**config.mk**
```make
export PLATFORM = sky130hd
export DESIGN_NAME = frame_buffer_arbiter
export DESIGN_NICKNAME = d
export VERILOG_FILES = /design/src/rtl/frame_buffer_arbiter.sv
export SDC_FILE = /design/constraint.sdc
export NUM_CORES = 1
export LEC_CHECK = 0
export ABC_AREA = 1
export CORE_MARGIN = 10
export CORE_UTILIZATION = 26
export CTS_BUF_LIST = sky130_fd_sc_hd__clkbuf_16
export CTS_CLUSTER_SIZE = 40
export DETAILED_ROUTE_END_ITERATION = 16
export GPL_ROUTABILITY_DRIVEN = 0
export GPL_TIMING_DRIVEN = 1
export PLACE_DENSITY = 0.9
export SLEW_MARGIN = 20
export SYNTH_ARGS = -nofsm -noshare
export SYNTH_HDL_FRONTEND = slang
export SYNTH_SLANG_ARGS = --single-unit
```
**constraint.sdc**
```tcl
create_clock -name clock -period 1.3 [get_ports clock]
set_clock_uncertainty 0.1 [all_clocks]
set_input_delay 0.13 -clock clock [delete_from_list [all_inputs] [get_ports clock]]
set_output_delay 0.13 -clock clock [all_outputs]
set_load 0.01 [all_outputs]
```
**src/rtl/frame_buffer_arbiter.sv**
```systemverilog
// Single-port frame buffer arbiter: scanout reads own every active-video cycle,
// client writes slip into blanking through a small IDLE/SCAN/WRITE/ACK FSM.
module frame_buffer_arbiter #(
    parameter int DATA_W = 8
) (
    input  logic              clock,
    input  logic              reset_L,
    input  logic              blank,
    input  logic [8:0]        row,
    input  logic [9:0]        col,
    input  logic              wr_req,
    input  logic [18:0]       wr_addr,
    input  logic [DATA_W-1:0] wr_data,
    output logic              wr_ack,
    output logic              wr_err,
    output logic [18:0]       mem_addr,
    output logic              mem_we,
    output logic [DATA_W-1:0] mem_wdata,
    input  logic [DATA_W-1:0] mem_rdata,
    output logic [DATA_W-1:0] pixel,
    output logic              pixel_valid
);
    localparam int STAGES = 2;

    typedef enum logic [1:0] {IDLE, SCAN, WRITE, ACK} state_t;

    state_t              state, state_nxt;
    logic                in_range;
    logic                wr_slot;
    logic                err_q;
    logic [STAGES:1]     vld_pipe;
    logic [DATA_W-1:0]   pixel_q;

    assign in_range = (wr_addr[18:10] <= 9'd479) && (wr_addr[9:0] <= 10'd639);
    // The write slot only exists while blanking; active video steals the port.
    assign wr_slot  = (state == WRITE) && blank;

    always_ff @(posedge clock or negedge reset_L) begin
        if (!reset_L) state <= IDLE;
        else          state <= state_nxt;
    end

    always_comb begin
        state_nxt = state;
        case (state)
            IDLE:    state_nxt = !blank ? SCAN : (wr_req ? WRITE : IDLE);
            SCAN:    state_nxt = blank ? IDLE : SCAN;
            WRITE:   state_nxt = blank ? ACK  : SCAN;
            ACK:     state_nxt = blank ? IDLE : SCAN;
            default: state_nxt = IDLE;
        endcase
    end

    always_ff @(posedge clock or negedge reset_L) begin
        if (!reset_L)     err_q <= 1'b0;
        else if (wr_slot) err_q <= !in_range;
    end

    assign wr_ack    = (state == ACK);
    assign wr_err    = (state == ACK) && err_q;
    assign mem_we    = wr_slot && in_range;
    assign mem_addr  = wr_slot ? wr_addr : {row, col};
    assign mem_wdata = wr_data;

    // Stage 1: a read went out last cycle, so mem_rdata is live now.
    // Stage 2: the captured pixel is valid.
    always_ff @(posedge clock or negedge reset_L) begin
        if (!reset_L) begin
            vld_pipe <= '0;
            pixel_q  <= '0;
        end else begin
            vld_pipe <= {vld_pipe[1], !blank};
            pixel_q  <= vld_pipe[1] ? mem_rdata : '0;
        end
    end

    assign pixel       = pixel_q;
    assign pixel_valid = vld_pipe[STAGES];
endmodule

```
; Word-level counts from Yosys, hierarchy flattened
; Index checks and enable logic that the tools add are counted.
; W data, S select, Z words.
[op_classes]
n_eq_ne = 3
n_lt_le_gt_ge = 2
n_mux = 7
n_reduce_logical = 8
[ops]
columns = cell, count
row1 = $mux W19, 1
row2 = $le A10 B10 Y1 const B, 1
row3 = $le A9 B9 Y1 const B, 1
row4 = $mux W8, 1
row5 = $mux W2, 3
row6 = $pmux W2 S3, 1
row7 = $eq A2 B2 Y1 const B, 2
row8 = $logic_and A1 B1 Y1, 4
row9 = $eq A2 B1 Y1 const B, 1
row10 = $logic_not A1 Y1, 2
row11 = $logic_not A2 Y1, 1
row12 = $reduce_or A2 Y1, 1
row13 = $mux W1, 1
[word_totals]
wordCells = 24
register_bits = 13
out_inout_bits = 39
in_bits = 58

; Longest topological paths before layout
; Gate-level depths: netlist of the first run.
[depth]
ltp_word = 3
mapped_depth = 7
ltp_nobuf = 6

; Worst setup path before layout of the first run
; No wires, ideal clock.
[synth_path]
path_type = flip-flop to output port
start = register state[0]
end = output mem_we
slack_ps = 170
path_buffers = 1
t_required_ps = 1070
arrival_ps = 900
stages_incl_launch_ff = 7
path_cell_list = dfrtp_1 -> inv_1 -> nand2_2 -> nor2_4 -> inv_2 -> buf_6 -> nor2_2
[synth_via]
elab_chain_len = 3
[synth_rtl]
columns = element, line_no
row1 = from (decl), 27  ; state_t state, state_nxt;
row2 = from (signal assigned), 40  ; else state <= state_nxt;
row3 = $eq A2 B2 Y1, 36  ; assign wr_slot = (state == WRITE) && blank;
row4 = $logic_and A1 B1 Y1, 36
row5 = $logic_and A1 B1 Y1, 61  ; assign mem_we = wr_slot && in_range;
row6 = to (decl), 17  ; output logic mem_we,
; No other way between the ends.

; Final worst setup path of the first run
[layout_path]
start = register state[0]
end = output mem_addr[18]
[layout_via]
elab_chain_len = 3
[layout_rtl]
columns = element, line_no
row1 = $eq A2 B2 Y1, 36
row2 = $logic_and A1 B1 Y1, 36
row3 = $mux W19, 62  ; assign mem_addr = wr_slot ? wr_addr : {row, col};
row4 = to (decl), 16  ; output logic [18:0] mem_addr,
; No other way between the ends.

==> metrics, run 1 <==
Mean Syn Cell Area 6.55 µm²; worst slew pin tran 0.291 ns; WP data arrival 1.38 ns; Reg clk slew, reported paths 0.04 ns; PD cells 780 nW/µm²; final worst-path cycle share 1.24; total negative slack -5.76 ns; grt ovf 0; Hold Vio Cnt, Final 0; Crit Path Class reg2out; vias in the first global route between 1k and 1.5k; Max Buffers Root-to-Sink 2; VDD IR-drop max 0.546 mV; Die Wd 75.7 µm; Critical-path top delay cell dfrtp_1; # H-tree levels 1; Mapped Area around 810 µm²; Routed Wire Length 3.26 mm; CTS Sinks 13; Total GRT Usage 0.107; total power 1.41 mW; Static Leak approximately 1.0 nW; post-route DRC violation count 0; final setup fails 20; Max-Slew Margin vs Limit 0.806; Core ar. 3000 µm²; worst reg-to-reg path cell count 8; cell count after placement 233; Pre-antenna DRT Iters 3; #FFs+latches synth 13; first-pass GRT wire length 4.82 mm; status complete, but fails checks; initial antenna violation count 0; post-synth top area cell dfrtp_1; worst setup margin -0.308 ns; Final Instance Area 1800 µm²; syn_nets roughly 180; largest net degree at the start of global routing 22; Via Count 1015; HP Class in2async; Ports 97; most used cell, CP nand2_1; Std-Cell Rows 20; Seq/Total Area, Yosys 0.404; MaxCap Viol Count 0; area fraction of the dominant cell type after synthesis 0.404; initial drt markers 8; Clock Tree Root clkbuf_16; Post-CTS Hold Buffers 0; setup repair after global routing missed its margin yes; worst-skew pair later-pin latency 0.24 ns; Final Max Slew Viols 0; Critical Path RT 1.07 ns; Crit. End Element output pin; port buffer count 80; share of cells above drive strength 1 0.310; n_diodes 0; Die Ht 75.7 µm; Post-DP HPWL between 2 and 3 mm; Die Area 5730 µm²; Finished Layout Cells between 200 and 250; Antenna Nets Post-Route 0; CP startpoint kind flip-flop; Netlist cell types 12; Layout Utilization 0.601; Max Fclk 622 MHz; Synth area leaders dfrtp_1 (40%), nand2_1 (34%), buf_4 (9.3%); Synth warnings 0; Post-DP Area about 1600 µm²; CTS tree built; Wirelength per Cell 13.3 µm; CTS Buf Count 3; CP max stage delay about 0.4 ns; fin nets 272; vias per cell 4.13; crit path time final 1.61 ns; failing checks setup timing; Syn-to-layout area delta 124%; initial core utilization 0.268; CP cell instances inv_2 -> nand2_2 -> nor2_4 -> buf_12 -> buf_8 -> nand2_1 -> nand2_1 -> buf_2; crit path max fanout 6; cell count after synthesis 123
cell usage after synthesis (all sizes together):
| cell | number |
|---|---|
| nand2 | 74 |
| inv | 16 |
| dfrtp | 13 |
| buf | 12 |
| nor2 | 5 |
| o21ai | 2 |
| clkbuf | 1 |
through the flow:
step,setup WS (ns),hold slack [ns]
3_3_place_gp,-0.627,0.160
3_5_place_dp,-0.643,0.160
2_1_floorplan,0.170,-0.266
5_1_grt,-0.402,0.118
6_report,-0.308,0.0939
4_1_cts,-0.325,0.0995
final timing paths:
check | startpoint | end | slack, ns
worst max-delay path | state[0] | mem_addr[18] | -0.31
worst min-delay path | reset_L | pixel[0] | 0.09
worst min register to register | err_q | err_q | 0.41
min in group clock | wr_data[6] | mem_wdata[6] | 0.16
max in group asynchronous | reset_L | err_q | 0.85
worst max register to register | state[0] | err_q | 0.01
power breakdown:
| group | switching [mW] | internal [mW] | total, mW |
|---|---|---|---|
| Combinational | 0.145 | 0.246 | 0.391 |
| Clock | 0.160 | 0.408 | 0.568 |
| Sequential | 0.0155 | 0.432 | 0.447 |
routing by layer:
metal,GRT usage,vias to the layer above,part of all wire
met5,0,-,0
met4,0.0454,0,0.015
met3,0.0286,6,0.074
met2,0.211,32,0.60
met1,0.102,451,0.31
li1,-,526,-
critical path, delay by kind of cell (launching register included):
kind | cells | cell delay [ns]
DFF | 1 | 0.39
and+or+nand+nor | 4 | 0.31
buffers and inverters | 4 | 0.45
cells in the final DEF (no fill, tap or decap), drive strengths merged:
cell type and n:
dlygate4sd2 9, clkinv 1, clkbuf 3, nor2 5, clkdlybuf4s50 49, nand2 74
o21ai 2, dfrtp 13, buf 41, inv 16
repair_timing:
item / 4_1_cts / 5_1_grt
endpoints found under the hold margin: 0 / 0
setup endpoints to repair: 32 / 21
pin swaps: 12 / 7
resized for setup: 117 / 16
setup buffers: 8 / 0
gates cloned: 1 / 0
flip-flops by register name (all words and copies together), names as in the netlist:
register	flops
pixel	8
err_q	1
state	2
vld_pipe	2
layout make-up:
class                           count  area (µm²)
Multi-Input combinational cell     81         367
Clock buffer                        3        75.1
Inverter                           16        72.6
Sequential cell                    13         325
Fill cell                         273        1200
Clock inverter                      1        5.00
Tap cell                           33        41.3
Timing Repair Buffer               99         918
logic make-up after synthesis:
kind of cell / share of synthesized area
compound gates: 0.0124
buf+inv: 0.200
flops: 0.404
simple gates: 0.384
Note: power is estimated with default switching activity, not from simulation.
==> run 2, diff against run 1 <==
REMOVE_ABC_BUFFERS = 1   (was unset)
==> run 2 against run 1 <==
Against the previous run: global-route usage shrank 0.19 points; largest power group unchanged; hold slack lost 0.0024 ns; fmax grew 3.2%; the run still ends with setup timing left; highest routed layer unchanged; critical path type unchanged; register-to-register slack gained 0.16 ns; routed wire length is essentially flat.
==> metrics, run 2 (same netlist as run 1, synthesis figures left out) <==
status complete, but fails checks; failing checks setup timing; Reg clk slew, reported paths 0.04 ns (about the same); Die Area 5730 µm² (unchanged); Die Wd 75.7 µm (unchanged); storage element area 325 µm² (unchanged); Antenna Nets Post-Route 0 (unchanged); Max Fclk 642 MHz (+3.2%); Flop pwr share 0.325 (+0.007); Layout fillers 282 (+3.3%); Switching Power 0.303 mW (-5.5%); Ports 97 (unchanged); Clock power frac 0.402 (-0.002); largest net degree at the start of global routing 22 (unchanged); final worst-path cycle share 1.20 (-0.0387); first-pass GRT wire length 4.69 mm (-2.6%); Hold Vio Cnt, Final 0 (unchanged); area of the multi-input gates 347 µm² (-5.5%); switch share 0.221 (-0.00706); Hold WS 0.0915 ns (-0.00238 ns); Comb pwr share 0.273 (-0.005); post-route DRC violation count 0 (unchanged); crit path time final 1.56 ns (-0.0503 ns); reg-to-reg endpoint err_q; worst slew pin tran 0.260 ns (-0.0305 ns); Max-Slew Margin vs Limit 0.826 (+0.0204); n_diodes 0 (unchanged); Crit. End Element output pin; commonest non-fill, non-tap cells in the layout nand2_1 (62), clkdlybuf4s50_1 (49), inv_1 (15), buf_2 (15), dfrtp_1 (13); CTS Buf Count 3 (unchanged); Critical Path RT 1.07 ns (about the same); CTS tree built; Via Count 996 (-1.9%); vias per cell 4.17 (+1.0%); Pre-antenna DRT Iters 4 (+1); final setup fails 20 (unchanged); cell count after placement 233 (unchanged); Syn-to-layout area delta 110%; Routed Wire Length 3.26 mm (about the same); CTS Sinks 13 (unchanged); port buffer count 80 (unchanged); VDD IR-drop max 0.391 mV (-28%); initial antenna violation count 0 (unchanged); share of cells above drive strength 1 0.257 (-0.0526); CP startpoint kind flip-flop; grt ovf 0 (unchanged); Final Max Slew Viols 0 (unchanged); FF-to-FF Start state[0]; Crit Path Class reg2out; Post-DP HPWL 2.79 mm (+8.0%); crit path max fanout 7 (+1); Die Ht 75.7 µm (unchanged); Post-CTS Hold Buffers 0 (unchanged); Total GRT Usage 0.106 (-0.00188); total negative slack -4.62 ns (+1.14 ns); HP Class in2async; worst reg-to-reg path cell count 7 (-1); # H-tree levels 1 (unchanged); WP data arrival 1.33 ns (-0.05 ns); total power 1.37 mW (-2.5%); fin nets 265 (-2.6%); max FFs per register 8 (unchanged); Wirelength per Cell 13.7 µm (+3.0%); worst-skew pair later-pin latency 0.24 ns (about the same); Std-Cell Rows 20 (unchanged); Static Leak 0.952 nW (-6.1%); worst setup margin -0.258 ns (+0.0503 ns); P_int 1.07 mW (-1.6%); commonest non-fill, non-tap cell in the layout nand2_1; MaxCap Viol Count 0 (unchanged); Core ar. 3000 µm² (unchanged); PD cells 810 nW/µm² (+3.9%); initial drt markers 42 (+34); Clock Tree Root clkbuf_16; Max Buffers Root-to-Sink 2 (unchanged); setup slack, reg-to-reg 0.17 ns (+0.16 ns); Finished Layout Cells 239 (-2.8%); setup repair after global routing missed its margin yes; initial core utilization 0.268 (unchanged); vias in the first global route 1008 (-5.4%)
==> run 2: final cells by class <==
class / count / share of cell area
clock buffer: 3 / 0.0443
clock inverter: 1 / 0.00222
inverter: 16 / 0.0384
multi-input combinational: 81 / 0.205
sequential: 13 / 0.192
tap: 33 / 0.0244
timing repair buffer: 92 / 0.494
==> run 2: worst max path at each step <==
stage             start           end  slack, ns  depth (start not counted)
2_1_floorplan  state[0]        mem_we      -0.07                          5
3_3_place_gp      blank   mem_addr[6]      -0.61                          7
3_5_place_dp      blank  mem_addr[12]      -0.63                          7
4_1_cts        state[0]  mem_addr[15]      -0.27                          8
5_1_grt        state[0]   mem_addr[6]      -0.35                          8
6_report       state[0]   mem_addr[6]      -0.26                          8
==> run 2: critical path, cell delays in order, from the launching register on <==
cell	delay (ns)
dfrtp_1	0.38
inv_1	0.07
nand2_2	0.06
nor2_4	0.09
buf_6	0.13
buf_8	0.13
nand2_1	0.05
nand2_1	0.07
buf_6	0.10
==> run 2: routing by layer <==
metal | global-route usage | part of all wire
met5 | 0 | 0
met3 | 0.0339 | 0.071
met4 | 0.0433 | 0.013
met1 | 0.108 | 0.32
met2 | 0.193 | 0.59
==> run 2: stage by stage <==
step | utilization | setup WS [ns] | cell area (µm²)
6_report | 0.564 | -0.258 | 1690
5_1_grt | 0.564 | -0.346 | 1690
4_1_cts | 0.549 | -0.270 | 1650
3_5_place_dp | 0.540 | -0.633 | 1620
3_3_place_gp | 0.540 | -0.607 | 1620
2_1_floorplan | - | -0.0722 | 704
==> run 2: what timing repair did <==
action,4_1_cts,5_1_grt
resized for setup,109,14
buffers inserted,3,0
pin swaps,3,12
setup endpoints to repair,31,20
==> run 2: power groups by stage <==
stage	Sequential [mW]	Clock (mW)	Combinational [mW]
after floorplan	0.457	0	0.0894
after global placement	0.451	0	0.394
after detailed placement	0.451	0	0.398
after CTS	0.446	0.559	0.368
after global routing	0.449	0.589	0.410
final	0.446	0.551	0.375
==> run 3, diff against run 2 <==
CORE_UTILIZATION = 55   (was 26)
DONT_BUFFER_PORTS = 1   (was unset)
PLACE_DENSITY = 0.8   (was 0.9)
==> run 3 against run 2 <==
Against the previous run: the run still ends with setup timing left; global-route usage is 7.0 points higher; design area decreased by 36%; hold slack got worse by 0.045 ns; non-clock buffer count is 74 lower; core utilization rose by 25 points; fmax increased by 0.41%; clock power grew 3%; worst setup slack improved by 0.0063 ns; via count is 20% lower; critical endpoint is now mem_addr[13].
==> metrics, run 3 (same netlist as run 1, synthesis figures left out) <==
status complete, but fails checks; failing checks setup timing; Reg clk slew, reported paths 0.04 ns (about the same); reg-to-reg endpoint err_q; commonest non-fill, non-tap cells in the layout nand2_1 (47), nand2_2 (25), inv_1 (15), dfrtp_1 (13), dlygate4sd3_1 (11); Pre-antenna DRT Iters 3 (-1); CTS Sinks 13 (unchanged); Final Max Slew Viols 0 (unchanged); CP cell instances inv_1 -> nand2_2 -> nor2_4 -> buf_12 -> buf_6 -> nand2_1 -> nand2_2; Post-DP HPWL 2.13 mm (-23%); grt ovf 0 (unchanged); final worst-path cycle share 1.19 (-0.00488); Crit. End Element output pin; setup slack, reg-to-reg 0.06 ns (-0.11 ns); Routed Wire Length 3.18 mm (-2.5%); Hold Vio Cnt, Final 0 (unchanged); n_diodes 0 (unchanged); fin nets 193 (-27%); FF-to-FF Start state[0]; largest net degree at the start of global routing 22 (unchanged); initial core utilization 0.604 (+0.336); Core ar. 1330 µm² (-56%); Antenna Nets Post-Route 0 (unchanged); initial drt markers 7 (-83%); # H-tree levels 1 (unchanged); Syn-to-layout area delta 35.2%; Critical Path RT 1.07 ns (about the same); Via Count 796 (-20%); Hold Crit Depth 3; PD cells 1110 nW/µm² (+37%); Std-Cell Rows 13 (-35%); start point of the worst hold path blank; worst setup margin -0.252 ns (+0.00634 ns); first-pass GRT wire length 4.65 mm (-0.90%); port buffer count 0 (-100%); Crit Path Class reg2out; most used cell, CP nand2_2; Max Buffers Root-to-Sink 2 (unchanged); max FFs per register 8 (unchanged); Die Wd 58.3 µm (-23%); Max-Slew Margin vs Limit 0.617 (-0.209); crit path time final 1.55 ns (-0.00634 ns); Die Area 3400 µm² (-41%); Post-DP Area 738 µm² (-54%); initial antenna violation count 0 (unchanged); CTS Buf Count 3 (unchanged); Max Fclk 644 MHz (+0.41%); total power 1.21 mW (-12%); final setup fails 20 (unchanged); end point of the worst hold path state[1]; Ports 97 (unchanged); commonest non-fill, non-tap cell in the layout nand2_1; Static Leak 0.624 nW (-34%); Total GRT Usage 0.175 (+0.0698); CTS tree built; CP max stage delay 0.38 ns (about the same); Final Instance Area 1090 µm² (-36%); share of cells above drive strength 1 0.328 (+0.0711); worst-skew pair later-pin latency 0.24 ns (about the same); Clock Tree Root clkbuf_16; MaxCap Viol Count 0 (unchanged); WP data arrival 1.32 ns (about the same); Place WS 0.0402 ns (+0.673 ns); vias per cell 5.34 (+28%); Critical-path top delay cell dfrtp_1; CP startpoint kind flip-flop; Die Ht 58.3 µm (-23%); post-route DRC violation count 0 (unchanged); HP Class in2reg; crit path max fanout 6 (-1); vias in the first global route 982 (-2.6%); Wirelength per Cell 21.4 µm (+56%); VDD IR-drop max 1.26 mV (+220%); setup repair after global routing missed its margin yes; worst reg-to-reg path cell count 7 (unchanged); worst slew pin tran 0.573 ns (+0.312 ns)
-- run 3: cell types whose count changed in the layout (fill, tap and decap cells not counted), sizes merged --
cell | before | now
buf | 34 | 7
clkdlybuf4s50 | 49 | 0
clkinv | 0 | 3
dlygate4sd2 | 9 | 0
dlygate4sd3 | 0 | 11
inv | 17 | 16
-- run 3: final cells by class --
class | instances | area (µm²)
Clock buffer | 3 | 75.1
Clock inverter | 1 | 3.75
Fill cell | 80 | 244
Inverter | 16 | 65.1
Multi-Input combinational cell | 81 | 402
Sequential cell | 13 | 325
Tap cell | 15 | 18.8
Timing Repair Buffer | 18 | 186
Timing Repair inverter | 2 | 13.8
-- run 3: metrics by stage --
| stage | hold WS (ns) | util | std cells | TNS (ns) |
|---|---|---|---|---|
| 4_1_cts | 0.0352 | 0.767 | 145 | -3.28 |
| 6_report | 0.0466 | 0.817 | 149 | -4.70 |
| 3_3_place_gp | -0.265 | 0.553 | 127 | 0 |
| 5_1_grt | 0.0539 | 0.817 | 149 | -5.63 |
| 3_5_place_dp | -0.265 | 0.553 | 127 | 0 |
| 2_1_floorplan | -0.266 | - | 110 | -1.20 |
-- run 3: worst max-delay path: cells and delay by family (launching register included) --
kind / cells / cell delay, ns
flip-flops: 1 / 0.38
AND/OR/NAND/NOR: 4 / 0.36
buffers and inverters: 3 / 0.33
-- run 3: worst max-delay path by stage --
stage,startpoint,to
after floorplan,state[0],mem_we
after global placement,state[0],mem_addr[7]
after detailed placement,state[0],mem_addr[14]
after CTS,state[0],mem_addr[4]
after global routing,state[0],mem_addr[6]
final,state[0],mem_addr[13]
-- run 3: report_power, final --
group | switching [mW] | total (mW) | leakage (nW) | internal [mW]
clock | 0.163 | 0.568 | 0.0423 | 0.405
combinational | 0.110 | 0.184 | 0.417 | 0.0736
sequential | 0.0264 | 0.459 | 0.164 | 0.432
total | 0.299 | 1.21 | 0.624 | 0.911
-- run 3: metal layers --
layer | track usage | vias to the layer above | part of all wire
li1 | - | 369 | -
met1 | 0.135 | 349 | 0.30
met2 | 0.331 | 66 | 0.56
met3 | 0.0915 | 12 | 0.091
met4 | 0.107 | 0 | 0.046
met5 | 0 | - | 0
-- run 3: repair_timing --
item                                    in CTS  in global routing
endpoints found under the hold margin       24                  0
hold buffers                                11                  0
setup buffers                                2                  2
endpoints found under the setup margin      20                 20
gates resized for setup                     29                 10
pin swaps                                    2                  7
cloned                                       1                  2
